File: src/rtl/demux_pkg.sv
// Shared definitions for the 1-to-4 demux: channel state encoding and counter sizing.
package demux_pkg;

    typedef enum logic {
        CH_EMPTY = 1'b0,
        CH_FULL  = 1'b1
    } chan_state_e;

    localparam int CNT_W = 8;
    localparam logic [CNT_W-1:0] CNT_MAX = {CNT_W{1'b1}};

endpackage

File: src/rtl/demux_chan_reg.sv
// One output channel of the demux: an n-bit holding register with EMPTY/FULL state.
module demux_chan_reg
    import demux_pkg::*;
#(
    parameter int n = 4
) (
    input  logic         clk,
    input  logic         rst_n,
    input  logic         load,
    input  logic [n-1:0] data,
    input  logic         ready,
    output logic [n-1:0] Y,
    output logic         V
);

    chan_state_e  r_state;
    chan_state_e  w_state_nxt;
    logic [n-1:0] r_data;

    // A load wins over a drain so a same-cycle refill keeps the channel FULL.
    always_comb begin
        w_state_nxt = r_state;
        if (load)
            w_state_nxt = CH_FULL;
        else if ((r_state == CH_FULL) && ready)
            w_state_nxt = CH_EMPTY;
    end

    always_ff @(posedge clk) begin
        if (!rst_n) begin
            r_state <= CH_EMPTY;
            r_data  <= '0;
        end else begin
            r_state <= w_state_nxt;
            if (load)
                r_data <= data;
        end
    end

    assign V = (r_state == CH_FULL);
    assign Y = r_data;

endmodule

File: src/rtl/demux_1x4_nbit.sv
// 1-to-4 valid/ready demultiplexer with a one-word buffer per channel.
// Optional per-channel transfer counters C0..C3 enabled by DEMUX_1X4_NBIT_CNT_EN.
module demux_1x4_nbit
    import demux_pkg::*;
#(
    parameter int n = 4
) (
    input  logic             clk,
    input  logic             rst_n,
    input  logic [n-1:0]     A,
    input  logic [1:0]       S,
    input  logic             in_valid,
    output logic             in_ready,
`ifdef DEMUX_1X4_NBIT_CNT_EN
    output logic [CNT_W-1:0] C0,
    output logic [CNT_W-1:0] C1,
    output logic [CNT_W-1:0] C2,
    output logic [CNT_W-1:0] C3,
`endif
    output logic [n-1:0]     Y0,
    output logic [n-1:0]     Y1,
    output logic [n-1:0]     Y2,
    output logic [n-1:0]     Y3,
    output logic             V0,
    output logic             V1,
    output logic             V2,
    output logic             V3,
    input  logic             R0,
    input  logic             R1,
    input  logic             R2,
    input  logic             R3
);

    logic [3:0][n-1:0] w_y;
    logic [3:0]        w_v;
    logic [3:0]        w_r;
    logic [3:0]        w_load;
    logic [3:0]        w_xfer;

    assign w_r = {R3, R2, R1, R0};

    // Depends only on S, channel state and the consumer ready, never on in_valid.
    assign in_ready = ~w_v[S] | w_r[S];

    genvar g;
    generate
        for (g = 0; g < 4; g++) begin : g_chan
            assign w_load[g] = in_valid & in_ready & (S == 2'(g));
            assign w_xfer[g] = w_v[g] & w_r[g];

            demux_chan_reg #(.n(n)) u_chan (
                .clk   (clk),
                .rst_n (rst_n),
                .load  (w_load[g]),
                .data  (A),
                .ready (w_r[g]),
                .Y     (w_y[g]),
                .V     (w_v[g])
            );
        end
    endgenerate

    assign {Y3, Y2, Y1, Y0} = {w_y[3], w_y[2], w_y[1], w_y[0]};
    assign {V3, V2, V1, V0} = w_v;

`ifdef DEMUX_1X4_NBIT_CNT_EN
    logic [3:0][CNT_W-1:0] r_cnt;

    always_ff @(posedge clk) begin
        if (!rst_n) begin
            r_cnt <= '0;
        end else begin
            for (int k = 0; k < 4; k++)
                if (w_xfer[k] && (r_cnt[k] != CNT_MAX))
                    r_cnt[k] <= r_cnt[k] + 1'b1;
        end
    end

    assign {C3, C2, C1, C0} = {r_cnt[3], r_cnt[2], r_cnt[1], r_cnt[0]};
`else
    logic w_unused_xfer;
    assign w_unused_xfer = ^w_xfer;
`endif

endmodule

File: config.mk
export PLATFORM = sky130hd
export DESIGN_NAME = demux_1x4_nbit
export DESIGN_NICKNAME = d
export VERILOG_FILES = /design/src/rtl/demux_pkg.sv /design/src/rtl/demux_chan_reg.sv /design/src/rtl/demux_1x4_nbit.sv
export SDC_FILE = /design/constraint.sdc
export NUM_CORES = 1
export LEC_CHECK = 0
export BUFFER_PORTS_ARGS = -buffer_cell sky130_fd_sc_hd__clkbuf_2
export CAP_MARGIN = 20
export CORE_UTILIZATION = 35
export DETAILED_ROUTE_END_ITERATION = 8
export PLACE_DENSITY = 0.67
export SYNTH_ARGS = -nofsm -noshare
export SYNTH_HDL_FRONTEND = slang
export SYNTH_SLANG_ARGS = --single-unit
File: constraint.sdc
create_clock -name clk -period 4.27 [get_ports clk]
set_clock_uncertainty 0.15 [all_clocks]
set_input_delay 1.281 -clock clk [delete_from_list [all_inputs] [get_ports clk]]
set_output_delay 1.281 -clock clk [all_outputs]
set_load 0.01 [all_outputs]
-- After elaboration in Yosys (flattened, before gate mapping)
Index checks and enable logic that the tools add are counted.
- register bits after elaboration: 20
- input bits: 13
- output and inout bits: 21
- word-level logic and storage cells: 40
- $lt $le $gt $ge: 1
- eq/ne operators: 3
- muxes and demuxes: 12
- bitwise gates (word level): 7
- reduce and logical (&&, ||, !) cells: 9
- operators with widths (kind ; number):
    two-way mux 1 bit ; 10
    nonzero test 2 bit ; 4
    bitwise AND 1 bit ; 5
    binary-select mux 1 bit (select 2 bit) ; 2
    equality test 2 bit, second input constant ; 2
    logical AND 1 bit ; 4
    less-than comparator 2 x 3 -> 1 bit, second input constant ; 1
    equality test 2 x 1 -> 1 bit, second input constant ; 1
    logical NOT 2 bit ; 1
    inverter 1 bit ; 1
    OR 1 bit ; 1

-- Logic depth before layout (Yosys ltp)
- depth after elaboration: 7
- mapped depth: 4
- mapped depth without buffers: 3

-- Hierarchy
From an unflattened synthesis, not the netlist that was laid out.
- cell total of the unflattened synthesis: 73
- area total of the unflattened synthesis: 862.1 um^2
- modules (own cells, without submodules) (module ; times used ; cells an instance ; area each (um^2) ; sequential area each (um^2)):
    demux_chan_reg ; 4 ; 16 ; 190.2 ; 100.1
    demux_1x4_nbit ; 1 ; 9 ; 101.3 ; 0.0

-- Least setup slack after synthesis
Ideal clock, no wire load.
- path kind: input -> output
- start: in R0
- end: out in_ready
- arrival: 1926 ps
- data required time: 2839 ps
- path slack: 913 ps
- cell stages on the path: 2
- path buffers: 0
- cells stage by stage: nand2b_1 mux4_2
- cells in the longest elaborated chain, start to end: 3
- ends and longest elaborated chain (what ; line ; source):
    start, declared ; demux_1x4_nbit.sv:28 ; input logic R0,
    binary-select mux 1 bit (select 2 bit) ; demux_1x4_nbit.sv:43 ; assign in_ready = ~w_v[S] | w_r[S];
    two-way mux 1 bit (not written as such) ; demux_1x4_nbit.sv:43 ;
    OR 1 bit ; demux_1x4_nbit.sv:43 ;
    end, declared ; demux_1x4_nbit.sv:13 ; output logic in_ready,
No other way between the ends. The select of a mux whose other input is x is not followed.

-- Final worst setup path
Same ends and word-level chain as after synthesis.

==> results.toml <==
[route]
first_iter_violations = 3
ant_nets = 0
firstDrtPassIters = 2
drc = 0
vias = 652
dr.max_layer_used = "met4"
wire_per_inst_um = 11.2
wl_met3_um = 107
wl_met2_um = 676
wl_um = 1560
viasPerCell = 4.69
m1WireLength_um = 755

[placement]
gp_congestion = 0.664
dp_hpwl_um = 1130
pre_cts_slack_ps = 706
io_buffers = 33

[cts]
cts_hold_buffers = 0
clock_latency_ps = 290
cts.sinks = 20
cts_tree = "yes"
htree_levels = 1
post_cts_resized = 0
clk_pin_slew_worst_paths_ps = 110
cts_root_buffer = "clkbuf_4"
cts_buffer_depth = 2
post-cts-setup-buffer-count = 0
cts_buffers = 3

[synthesis]
syn_area_um2 = 830
postSynthAreaPerCell_um2 = 10.6
seq_area_frac_synth_pct = 48.3
yosysWarnings = 0
netlist-cell-type-count = 15
syn-num-nets = 91
ys_ff_latch = 20
syn_inst = 78

[global_routing]
grt.total_usage_pct = 13.3
grt_start_max_net_pins = 25
antenna_found_initial = 0
grt_pass1_wl_um = 2470
grt_pass1_vias = 557
gr-total-overflow = 0

[floorplanning]
floorplan.initialDensity_pct = 37.1
ios = 34
die_h_um = 50.7
design.core.area_mm2 = 0.00223
placement_rows = 17
die_w_um = 50.7
die-area_mm2 = 0.00257

[layout]
multi_input_area_um2 = 397
fillers = 215
drive_gt1_share_pct = 40.5
post-route-util_pct = 46.3
seq_area_um2 = 400
diodes = 0
syn_to_final_growth_pct = 24.6
final_nets = 125

[critical_path]
endpoint_kind = "output port"
setup.worst_path.start = "R0"
worstPathMaxFanout = 3
worstPathRequired_ps = 2840
arrival_ps = 2130
start_kind = "primary input"
reg2reg_from = "g_chan[2].u_chan.V"
crit_type = "primary input to output port"

[timing]
hold_ws_ps = 316
relSlewSlack_pct = 71.2
finalWorstSetupSlack_ps = 710
setup_viol = 0
rsz0062_at_grt = "no"
finalCritPeriodShare_pct = 83.4
fin_crit_ps = 3560
worst_pin_slew_ps = 433
drv_slew = 0
report.final.hold_viol_count = 0
fmax_mhz = 281
fin_setup_tns_ps = 0

[power]
p_leak_nw = 0.466
ir_drop_uv = 222
cellPowerDensity_mw_per_mm2 = 334

[hold_path]
worstHoldStart = "g_chan[1].u_chan.Y[1]"
hp-class = "register to register"

[job]
max_cap_violations = 0

[status]
outcome = "complete, no violations"
==> cells in the mapped netlist <==
master	count	area (um2)
buf_6	2	22.5
mux2i_1	16	160
nand2_1	22	82.6
o21a_1	1	7.51
nand3b_2	1	11.3
nand2b_1	4	25.0
and2b_4	1	10.0
buf_2	2	10.0
nor2b_2	2	17.5
and3_4	1	11.3
nor3_4	1	16.3
a21boi_0	3	22.5
nand3_2	1	10.0
mux4_2	1	22.5
dfxtp_1	20	400
==> layout make-up <==
cell class | count | area share [%]
repair buffers | 33 | 16.0
flip-flops and latches | 20 | 38.7
well taps | 28 | 3.39
clock buffers | 4 | 3.51
multi-input cells | 54 | 38.4
==> final timing paths <==
path / to / slack, ps / depth (start not counted)
setup / recovery: in_ready / 710 / 4
hold / removal: g_chan[1].u_chan.Y[1] / 320 / 2
setup reg to reg: g_chan[2].u_chan.Y[0] / 3010 / 3
hold reg to reg: g_chan[1].u_chan.Y[1] / 320 / 2
==> flip-flops by register name, summed over array words and instances (netlist names) <==
| register | flops |
|---|---|
| g_chan.u_chan.V | 4 |
| g_chan.u_chan.Y | 16 |
==> power breakdown <==
part | total, mW | switching [mW] | internal (mW)
combinational | 0.0392 | 0.0211 | 0.0181
sequential | 0.197 | 0.00353 | 0.193
clock | 0.109 | 0.0568 | 0.0520
total | 0.345 | 0.0814 | 0.263
==> critical path, cell delays in order <==
cell	delay [ps]
clkbuf_2	80
nand2b_1	170
mux4_2	460
clkbuf_2	140
==> cell usage in the layout (no fill, tap or decap), drive strengths merged <==
cell	synthesis	layout
mux4	1	1
nand2	22	22
mux2i	16	16
dfxtp	20	20
clkbuf	0	37
nand3	1	1
nor2b	2	2
nand2b	4	4
and2b	1	1
o21a	1	1
nor3	1	1
nand3b	1	1
and3	1	1
a21boi	3	3
==> metal layers <==
metal  GRT usage, %  vias to the layer above
met3           3.64                        4
met2           19.6                       25
li1               -                      326
met4           8.33                        0
met5              0                        -
met1           17.0                      297
==> through the flow <==
stage,std cells,power (mW),instance area (um2)
finish,139,0.345,1030
global route,139,0.363,1030
CTS,139,0.349,1030
detailed placement,135,0.240,997
global placement,135,0.240,997
floorplan,78,0.225,830
==> cell families after synthesis <==
group           after synthesis  synth area share, %
simple gates                 33                 22.2
compound gates                4                 3.62
buf+inv                       4                 3.92
flops                        20                 48.3
mux                          17                 22.0
(Power assumes the default switching activity.)
